[config.mk]
export PLATFORM = sky130hd
export DESIGN_NAME = regfile_wb_ctrl
export DESIGN_NICKNAME = d
export VERILOG_FILES = /design/src/rtl/regfile_pkg.sv /design/src/rtl/wb_load_fifo.sv /design/src/rtl/regfile_wb_ctrl.sv
export SDC_FILE = /design/constraint.sdc
export NUM_CORES = 1
export LEC_CHECK = 0
export CORE_MARGIN = 8
export CORE_UTILIZATION = 36
export DETAILED_ROUTE_END_ITERATION = 8
export GPL_ROUTABILITY_DRIVEN = 1
export PLACE_DENSITY = 0.66
export SLEW_MARGIN = 20
export SYNTH_ARGS = -nofsm -noshare
export SYNTH_HDL_FRONTEND = slang
export SYNTH_SLANG_ARGS = --single-unit
[constraint.sdc]
create_clock -name clk_i -period 7.9 [get_ports clk_i]
set_input_delay 1.185 -clock clk_i [delete_from_list [all_inputs] [get_ports clk_i]]
set_output_delay 1.185 -clock clk_i [all_outputs]
set_load 0.01 [all_outputs]
[src/rtl/regfile_pkg.sv]
// Shared types and constants for the integer register-file write side.
package regfile_pkg;

  localparam int XLEN       = 32;
  localparam int REG_ADDR_W = 5;
  localparam int NUM_REGS   = 32;

  // One buffered load response: destination register plus the loaded value.
  typedef struct packed {
    logic [REG_ADDR_W-1:0] rd;
    logic [XLEN-1:0]       data;
  } wb_entry_t;

endpackage

[src/rtl/wb_load_fifo.sv]
// Small synchronous FIFO buffering load responses until the write port is free.
// The head entry is visible combinationally so the arbiter can pop it directly.
module wb_load_fifo
  import regfile_pkg::*;
#(
  parameter int DEPTH = 2
) (
  input  logic      clk_i,
  input  logic      rst_i,
  input  logic      push,
  input  wb_entry_t push_data,
  input  logic      pop,
  output wb_entry_t head,
  output logic      full,
  output logic      empty
);

  localparam int PTR_W = $clog2(DEPTH);
  localparam logic [PTR_W:0] PTR_ONE = {{PTR_W{1'b0}}, 1'b1};

  wb_entry_t mem [DEPTH];

  // The extra pointer bit distinguishes full from empty when the indices match.
  logic [PTR_W:0] wr_ptr;
  logic [PTR_W:0] rd_ptr;

  // Storage holds no reset; validity is tracked entirely by the pointers.
  always_ff @(posedge clk_i) begin
    if (push) begin
      mem[wr_ptr[PTR_W-1:0]] <= push_data;
    end
  end

  // Pointer update; a reset discards whatever is still buffered.
  always_ff @(posedge clk_i) begin
    if (rst_i) begin
      wr_ptr <= '0;
      rd_ptr <= '0;
    end else begin
      if (push) wr_ptr <= wr_ptr + PTR_ONE;
      if (pop)  rd_ptr <= rd_ptr + PTR_ONE;
    end
  end

  assign head  = mem[rd_ptr[PTR_W-1:0]];
  assign empty = (wr_ptr == rd_ptr);
  assign full  = (wr_ptr[PTR_W] != rd_ptr[PTR_W]) &&
                 (wr_ptr[PTR_W-1:0] == rd_ptr[PTR_W-1:0]);

  // The producer must respect the ready signal derived from full.
  a_no_push_when_full: assert property (@(posedge clk_i) disable iff (rst_i) !(push && full));

endmodule

[src/rtl/regfile_wb_ctrl.sv]
// Write-side controller for the 32x32 register file: arbitrates ALU results
// (priority) and buffered load responses onto the single registered write port,
// and tracks registers with loads in flight for issue hazard detection.
// Optional macro WB_BYPASS_EN adds write-to-read forwarding outputs.
module regfile_wb_ctrl
  import regfile_pkg::*;
#(
  parameter int XLEN       = regfile_pkg::XLEN,
  parameter int LBUF_DEPTH = 2
) (
  input  logic            clk_i,
  input  logic            rst_i,
  input  logic            alu_valid_i,
  input  logic [4:0]      alu_rd_i,
  input  logic [XLEN-1:0] alu_data_i,
  input  logic            ld_valid_i,
  output logic            ld_ready_o,
  input  logic [4:0]      ld_rd_i,
  input  logic [XLEN-1:0] ld_data_i,
  input  logic            issue_ld_i,
  input  logic [4:0]      issue_rd_i,
  output logic            issue_ok_o,
  input  logic [4:0]      rs1_addr_i,
  input  logic [4:0]      rs2_addr_i,
  output logic            hazard_o,
`ifdef WB_BYPASS_EN
  output logic            rs1_fwd_o,
  output logic            rs2_fwd_o,
  output logic [XLEN-1:0] fwd_data_o,
`endif
  output logic [4:0]      rd_addr_o,
  output logic [XLEN-1:0] rd_data_o,
  output logic            rd_wren_o
);

  wb_entry_t             lbuf_in;
  wb_entry_t             lbuf_head;
  logic                  lbuf_full;
  logic                  lbuf_empty;
  logic                  lbuf_push;
  logic                  lbuf_pop;
  logic [NUM_REGS-1:0]   busy;
  logic [NUM_REGS-1:0]   busy_next;

  assign ld_ready_o = !lbuf_full && !rst_i;
  assign lbuf_push  = ld_valid_i && ld_ready_o;
  assign lbuf_pop   = !alu_valid_i && !lbuf_empty;
  assign lbuf_in    = '{rd: ld_rd_i, data: ld_data_i};

  wb_load_fifo #(
    .DEPTH(LBUF_DEPTH)
  ) u_lbuf (
    .clk_i     (clk_i),
    .rst_i     (rst_i),
    .push      (lbuf_push),
    .push_data (lbuf_in),
    .pop       (lbuf_pop),
    .head      (lbuf_head),
    .full      (lbuf_full),
    .empty     (lbuf_empty)
  );

  // Registered write port: ALU wins, otherwise drain the load buffer head; x0 never writes.
  always_ff @(posedge clk_i) begin
    if (rst_i) begin
      rd_wren_o <= 1'b0;
      rd_addr_o <= '0;
      rd_data_o <= '0;
    end else if (alu_valid_i) begin
      rd_wren_o <= (alu_rd_i != '0);
      rd_addr_o <= alu_rd_i;
      rd_data_o <= alu_data_i;
    end else if (lbuf_pop) begin
      rd_wren_o <= (lbuf_head.rd != '0);
      rd_addr_o <= lbuf_head.rd;
      rd_data_o <= lbuf_head.data;
    end else begin
      rd_wren_o <= 1'b0;
    end
  end

  // Scoreboard update: clear on pop of the register's load, then set on issue so set wins.
  always_comb begin
    busy_next = busy;
    if (lbuf_pop && (lbuf_head.rd != '0)) begin
      busy_next[lbuf_head.rd] = 1'b0;
    end
    if (issue_ld_i && (issue_rd_i != '0)) begin
      busy_next[issue_rd_i] = 1'b1;
    end
    busy_next[0] = 1'b0;
  end

  // Scoreboard state register.
  always_ff @(posedge clk_i) begin
    if (rst_i) begin
      busy <= '0;
    end else begin
      busy <= busy_next;
    end
  end

  assign hazard_o   = busy[rs1_addr_i] | busy[rs2_addr_i];
  assign issue_ok_o = !busy[issue_rd_i];

`ifdef WB_BYPASS_EN
  assign rs1_fwd_o  = rd_wren_o && (rd_addr_o == rs1_addr_i);
  assign rs2_fwd_o  = rd_wren_o && (rd_addr_o == rs2_addr_i);
  assign fwd_data_o = rd_data_o;
`endif

  // A new load may only target a busy register if its old load retires this very cycle.
  a_issue_not_busy: assert property (@(posedge clk_i) disable iff (rst_i)
    (issue_ld_i && (issue_rd_i != '0) && busy[issue_rd_i]) |->
    (lbuf_pop && (lbuf_head.rd == issue_rd_i)));

endmodule

Word-level counts from Yosys, hierarchy flattened
Memory sizes are Yosys's and may differ from the RTL's. A register that Yosys moved wholly into a read port is not among the register bits.
Cells that the tools add are included.

word-level totals
  bits in registers = 74
  RAM bits = 74
  output and inout bits = 41
  word-level logic and storage cells = 62
  memories = 1

operators by class
  $add $sub $neg = 2
  $lt $le $gt $ge = 6
  equal/unequal tests = 3
  muxes and demuxes = 22
  bitwise gates (word level) = 4
  reductions and logical operators = 17

memory list
  memory      depth  width  read ports  clocked after Yosys merged registers in  wr ports  line                source
  u_lbuf.mem  2      37     1           1                                        1         wb_load_fifo.sv:21  wb_entry_t mem [DEPTH];

operators with widths
  kind                                                                           count
  32-bit two-way mux                                                             4
  32-bit bitwise AND                                                             1
  32-bit inverter                                                                1
  32-bit bitwise OR                                                              1
  5-bit by 6-bit less-than comparator with 1-bit output (second input constant)  4
  1-bit binary-select mux with 5-bit select                                      3
  5-bit nonzero test                                                             3
  1-bit two-way mux                                                              11
  1-bit demux with 5-bit select                                                  2
  5-bit by 1-bit >= comparator with 1-bit output (second input constant)         2
  5-bit two-way mux                                                              2
  1-bit logical AND                                                              8
  1-bit logical NOT                                                              5
  2-bit by 1-bit adder with 2-bit output (second input constant)                 2
  2-bit equality test                                                            1
  2-bit nonzero test                                                             1
  1-bit equality test                                                            1
  1-bit inequality test                                                          1
  1-bit bitwise OR                                                               1

Logic depth before layout (Yosys ltp)
Gate-level depths: netlist of run 1.

  depth after elaboration = 9
  depth in mapped cells = 7
  gate-level depth less buffers = 4

Hierarchy
Synthesis of run 1 repeated with hierarchy kept, for this count alone.

unflattened totals
  cell total of the unflattened synthesis = 591
  area total of the unflattened synthesis = 6,839.1 um2

modules (own cells, without submodules)
  module           instances  cells an instance  area an instance (um2)  seq. area each (um2)
  regfile_wb_ctrl  1          454                3,803.6                 1,381.3
  wb_load_fifo     1          137                3,035.4                 2,322.2

Worst setup path before layout of run 1
OpenSTA, ideal clock, no wires.

  path kind = input to register
  start point = in rst_i
  end point = mem u_lbuf.mem[1][0] (netlist name) (enable)
  library setup time = 0.468 ns
  arrival = 3.656 ns
  data required time = 7.432 ns
  slack = 3.776 ns
  cell stages on the path = 1
  cell sequence = a2111oi_2

between the ends
  longest elaborated chain between the ends = 5

ends and longest elaborated chain
  what                                     line                   source
  start, declared                          regfile_wb_ctrl.sv:12  input logic rst_i,
  1-bit logical NOT                        regfile_wb_ctrl.sv:45  assign ld_ready_o = !lbuf_full && !rst_i;
  1-bit logical AND                        regfile_wb_ctrl.sv:45
  1-bit logical AND                        regfile_wb_ctrl.sv:46  assign lbuf_push = ld_valid_i && ld_ready_o;
  1-bit two-way mux                        wb_load_fifo.sv:29     if (push) begin
  1-bit two-way mux (implied by the code)  wb_load_fifo.sv:30     mem[wr_ptr[PTR_W-1:0]] <= push_data;
  end, declared                            wb_load_fifo.sv:21

Every way passes these cells.

Final worst setup path of run 1
  start point = in issue_rd_i[0]
  end point = out issue_ok_o

between the ends
  longest elaborated chain between the ends = 3

ends and longest elaborated chain
  what                                       line                    source
  start, declared                            regfile_wb_ctrl.sv:21   input logic [4:0] issue_rd_i,
  1-bit binary-select mux with 5-bit select  regfile_wb_ctrl.sv:104  assign issue_ok_o = !busy[issue_rd_i];
  1-bit two-way mux (implied by the code)    regfile_wb_ctrl.sv:104
  1-bit logical NOT                          regfile_wb_ctrl.sv:104
  end, declared                              regfile_wb_ctrl.sv:22   output logic issue_ok_o,

Every way passes these cells. The select of a mux whose other input is x is not followed.

==> results of run 1 <==
[worst max-delay path by stage]
stage	cells after the start	from	slack, ps	endpoint
after floorplan	1	rst_i	3780	u_lbuf.mem[1][0]$_DFFE_PP_
after global placement	6	issue_rd_i[0]	2900	issue_ok_o
after detailed placement	5	issue_rd_i[0]	2820	issue_ok_o
after CTS	5	issue_rd_i[0]	2810	issue_ok_o
after global routing	5	issue_rd_i[0]	2710	issue_ok_o
final	5	issue_rd_i[0]	2840	issue_ok_o
[logic make-up (layout without fill, tap and decap cells)]
| group | after synthesis | count (layout) | synth area share, % |
|---|---|---|---|
| buffers and inverters | 56 | 181 | 3.66 |
| flip-flops | 148 | 148 | 53.9 |
| AND/OR/NAND/NOR | 120 | 120 | 7.65 |
| XOR/XNOR | 8 | 8 | 1.13 |
| multiplexers | 72 | 72 | 15.0 |
| AO/OA/AOI/OAI | 198 | 198 | 18.6 |
[cells in the final DEF, fill, tap and decap left out, drive strengths merged, types with 3 or more instances in the layout]
| cell type | n |
|---|---|
| clkdlybuf4s50 | 133 |
| nand2 | 79 |
| edfxtp | 74 |
| dfxtp | 74 |
| a21oi | 69 |
| mux2i | 43 |
| o211ai | 39 |
| o21ai | 38 |
| mux4 | 24 |
| clkbuf | 21 |
| o31ai | 18 |
| nor2 | 15 |
| o41ai | 14 |
| buf | 9 |
| nand2b | 8 |
| inv | 8 |
| mux2 | 5 |
| xnor2 | 4 |
| bufinv | 4 |
| xor2 | 4 |
| clkinv | 4 |
| o22ai | 3 |
| nor3 | 3 |
| and2 | 3 |
[per-layer routing]
metal	track usage (%)	share of wire, %	vias up
met5	0	0	-
met4	5.41	1.9	0
met3	6.73	9.9	41
met2	26.4	46	249
met1	20.7	43	2600
li1	-	-	2527
[through the flow]
step	total power, mW	setup WS, ps
floorplan	1.25	3780
global placement	1.45	2900
detailed placement	1.46	2820
CTS	2.34	2810
global route	2.42	2710
finish	2.33	2840
[worst max-delay path: stages]
cell	delay, ps
clkdlybuf4s50_1	840
mux4_2	570
mux4_2	490
mux2i_1	200
clkdlybuf4s50_1	570
[registers in the layout (all words and copies together) (netlist names), named ones only]
name,flops
rd_wren_o,1
u_lbuf.wr_ptr,2
u_lbuf.rd_ptr,2
rd_addr_o,5
busy,31
u_lbuf.mem,74
rd_data_o,32
[synth_stat cells, types with 2 or more instances]
cell type  count  area share, %
nand2_1       79            4.3
inv_1          7           0.38
nand2b_1       8           0.73
buf_2          9           0.66
nor2_1        15           0.82
o211ai_1      38            4.2
o21ai_1       20            1.5
nor2b_1        2           0.18
mux4_2        24            7.9
dfxtp_1       74             22
buf_4          6           0.66
o41ai_1       14            1.8
mux2i_1       42            6.1
nor3_1         3           0.22
xor2_1         3           0.38
mux2_2         4           0.66
a31oi_1        2           0.18
clkbuf_1      29            1.6
o22ai_1        3           0.27
xnor2_1        4           0.51
and3b_1        2           0.26
and2_1         3           0.27
buf_1          4           0.22
o31ai_1       18            2.0
edfxtp_1      74             32
o21ai_0       18            1.3
a21oi_1       69            5.0
nor3b_1        2           0.22
[power by group through the flow]
stage	clock [mW]	sequential [mW]	combinational (mW)
3_3_place_gp	0	0.932	0.517
5_1_grt	0.927	0.927	0.570
3_5_place_dp	0	0.934	0.525
2_1_floorplan	0	0.927	0.320
6_report	0.884	0.919	0.523
4_1_cts	0.895	0.919	0.529
[area by class of cell]
type	instances	area, sq um
timing repair buffer	142	1400
fill	1634	9670
sequential	148	3700
tap	234	293
multi-input combinational	398	2960
inverter	7	26.3
clock inverter	11	170
clock buffer	21	492
==> impl_metrics.json, run 1 <==
{
  "cts_buffer_depth": 2,
  "gp_congestion": 0.906,
  "min_path_type": "reg2reg",
  "first_pass_iters": 7,
  "clock_power_share_pct": 38.0,
  "netlist_area_sq_mm": 0.00687,
  "drt_iter0_markers": 459,
  "die_w_um": 154,
  "min_path_cells": 2,
  "setup_viol": 0,
  "die_y_um": 154,
  "reg2regPathDepth": 5,
  "final_cells": 961,
  "antenna_left": 0,
  "r2r_slack_ps": 5310,
  "p_leak_nw": 2.94,
  "pin_count": 135,
  "n_antenna_cell": 0,
  "min_period_over_period_pct": 64.0,
  "nets": 808,
  "rows": 50,
  "fin_skew_ps": 4.66,
  "synth_edf_count": 74,
  "ys_seq_area_share_pct": 53.9,
  "fmax_mhz": 198,
  "min_period_ps": 5060,
  "status": "completed",
  "cts_resized": 0,
  "holdBufCountCts": 0,
  "reg2reg_to": "busy[19]$_SDFF_PP0_",
  "yosys_warnings": 0,
  "critPathKind": "in2out",
  "power_switching_uw": 654,
  "root_buffer": "clkbuf_16",
  "post_cts_buffers": 0,
  "min_to": "busy[13]$_SDFF_PP0_",
  "synth_nets": 696,
  "vias": 5417,
  "crit_fanout": 12,
  "worstSetupEndpointType": "output pin",
  "avgSynthCellArea_sq_um": 11.4,
  "routedWlPerCell_um": 20.6,
  "io_buffer_count": 134,
  "worstMarginPinSlew_ps": 1030,
  "worstPathArrival_ps": 3870,
  "clock_latency_ps": 420,
  "cts_buffers": 17,
  "start_kind": "primary input",
  "pwr-share-comb_pct": 22.5,
  "grt_max_degree": 78,
  "placed_area_sq_mm": 0.00838,
  "grt_pass1_vias": 5742,
  "yosys_most_used_dff": "edfxtp_1",
  "design_area_sq_mm": 0.00904,
  "seqPwrFrac_pct": 39.5,
  "postSynthCellCount": 602,
  "timing.max_cap.violations": 0,
  "core_area_sq_mm": 0.0187,
  "power_density_mw_per_mm2": 257,
  "cts.sinks": 148,
  "drv_slew": 0,
  "cts_tree": "done",
  "antenna_found_initial": 0,
  "dp_hpwl_um": 13900,
  "area_delta_synth_final_pct": 31.6,
  "peakVddDrop_uv": 147,
  "grt_overflow": 0,
  "internal_power_mw": 1.67,
  "drc": 0,
  "htreeDepth": 4,
  "grt_pass1_wl_um": 31400,
  "start_util_pct": 36.7,
  "utilization_pct": 48.3,
  "hold_violations": 0,
  "gr-usage-all-layers_pct": 16.8,
  "min_from": "busy[13]$_SDFF_PP0_",
  "drive_gt1_share_pct": 10.6,
  "wl_um": 19800,
  "ys_ff_latch": 148,
  "synth_cell_type_count": 54,
  "die_area_sq_mm": 0.0237,
  "placedCellCount": 929,
  "cp.required_ps": 6710,
  "finalSetupTns_ps": 0,
  "rsz0062_at_grt": "false",
  "hold_slack_ps": 539,
  "cts.clk_slew.worst_paths_ps": 60,
  "synthArstFlopShare_pct": 0,
  "vias_per_cell": 5.64,
  "sw_frac_of_total_pct": 28.1,
  "slew_headroom_pct": 30.9
}
(Power assumes the default switching activity.)
==> run 2: changes to the inputs <==
==> constraint.sdc (replaced) <==
create_clock -name clk_i -period 4.8 [get_ports clk_i]
set_input_delay 0.72 -clock clk_i [delete_from_list [all_inputs] [get_ports clk_i]]
set_output_delay 0.72 -clock clk_i [all_outputs]
set_load 0.01 [all_outputs]
==> impl_metrics.json, run 2 (synthesized netlist as in run 1, its figures left out) <==
{
  "holdBufCountCts": 0,
  "drt_iter0_markers": 421,
  "setup_viol": 0,
  "final_common_cell": "clkdlybuf4s50_1",
  "final_cell_mix": "clkdlybuf4s50_1 (133), nand2_1 (79), edfxtp_1 (74)",
  "wl_um": 19900,
  "die_y_um": 154,
  "nets": 807,
  "n_antenna_cell": 0,
  "rows": 50,
  "timing.max_cap.violations": 0,
  "cts_buffer_depth": 2,
  "grt_overflow": 0,
  "critPathKind": "in2out",
  "placedCellCount": 928,
  "utilization_pct": 47.8,
  "worstMarginPinSlew_ps": 1080,
  "gp_congestion": 0.933,
  "cts.clk_slew.worst_paths_ps": 60,
  "cp.required_ps": 4080,
  "min_path_type": "reg2reg",
  "rsz0062_at_grt": "false",
  "place_ws_ps": 680,
  "gr-usage-all-layers_pct": 16.8,
  "grt_pass1_vias": 5712,
  "design_area_sq_mm": 0.00895,
  "worstPathArrival_ps": 3410,
  "grt_max_degree": 45,
  "area_delta_synth_final_pct": 30.3,
  "vias_per_cell": 5.68,
  "die_area_sq_mm": 0.0237,
  "die_w_um": 154,
  "r2r_slack_ps": 2160,
  "htreeDepth": 4,
  "post_cts_buffers": 0,
  "cts_buffers": 17,
  "first_pass_iters": 5,
  "grt_pass1_wl_um": 31400,
  "crit_fanout": 12,
  "cts_resized": 0,
  "core_area_sq_mm": 0.0187,
  "min_period_over_period_pct": 86.1,
  "drive_gt1_share_pct": 10.5,
  "p_leak_nw": 2.90,
  "largest_reg_flops": 74,
  "status": "completed",
  "final_cells": 960,
  "placed_area_sq_mm": 0.00837,
  "hold_violations": 0,
  "antenna_found_initial": 1,
  "antenna_left": 0,
  "start_kind": "primary input",
  "drv_slew": 0,
  "io_buffer_count": 134,
  "cts.sinks": 148,
  "fmax_mhz": 242,
  "power_mw": 3.67,
  "pin_count": 135,
  "min_period_ps": 4130,
  "power_density_mw_per_mm2": 410,
  "setup_ws_ps": 666,
  "start_util_pct": 36.7,
  "clock_latency_ps": 420,
  "root_buffer": "clkbuf_16",
  "hold_slack_ps": 553,
  "vias": 5451,
  "dp_hpwl_um": 14100,
  "cts_tree": "done",
  "drc": 0,
  "fin_skew_ps": 10.8,
  "slew_headroom_pct": 28.2,
  "peakVddDrop_uv": 228,
  "finalSetupTns_ps": 0,
  "worstSetupEndpointType": "output pin",
  "routedWlPerCell_um": 20.7
}
## run 2: final timing paths
| path | start | endpoint | cells after the start |
|---|---|---|---|
| min | busy[4]$_SDFF_PP0_ | busy[4]$_SDFF_PP0_ | 2 |
| max reg2reg | u_lbuf.rd_ptr[0]$_SDFFE_PP0P_ | busy[28]$_SDFF_PP0_ | 4 |
| min reg2reg | busy[4]$_SDFF_PP0_ | busy[4]$_SDFF_PP0_ | 2 |
| max | issue_rd_i[0] | issue_ok_o | 6 |
## run 2: cell type report
cell class / instances / area, sq um
Inverter: 7 / 26.3
Clock buffer: 17 / 425
Tap cell: 234 / 293
Timing Repair Buffer: 141 / 1390
Fill cell: 1612 / 9760
Multi-Input combinational cell: 398 / 2960
Sequential cell: 148 / 3700
Clock inverter: 15 / 154
## run 2: power by group
| group | switching (mW) | internal, mW | leakage [nW] |
|---|---|---|---|
| clock | 0.528 | 0.768 | 0.282 |
| combinational | 0.486 | 0.377 | 1.33 |
| sequential | 0.0839 | 1.43 | 1.29 |
| total | 1.10 | 2.57 | 2.90 |
## run 2: layer usage
layer / vias to the layer above / GRT usage, % / part of all wire, % / wire length, um
met5: - / 0 / 0.050 / 10
met4: 2 / 6.63 / 1.7 / 337
met3: 27 / 5.97 / 9.0 / 1800
met2: 270 / 25.2 / 45 / 8980
met1: 2613 / 21.7 / 44 / 8760
li1: 2539 / - / - / -
## run 2: worst max-delay path, stage by stage
cell and delay, ps:
clkdlybuf4s50_1 850, mux2_2 400, a22o_1 220, mux4_2 440, mux2i_1 200, clkdlybuf4s50_1 580
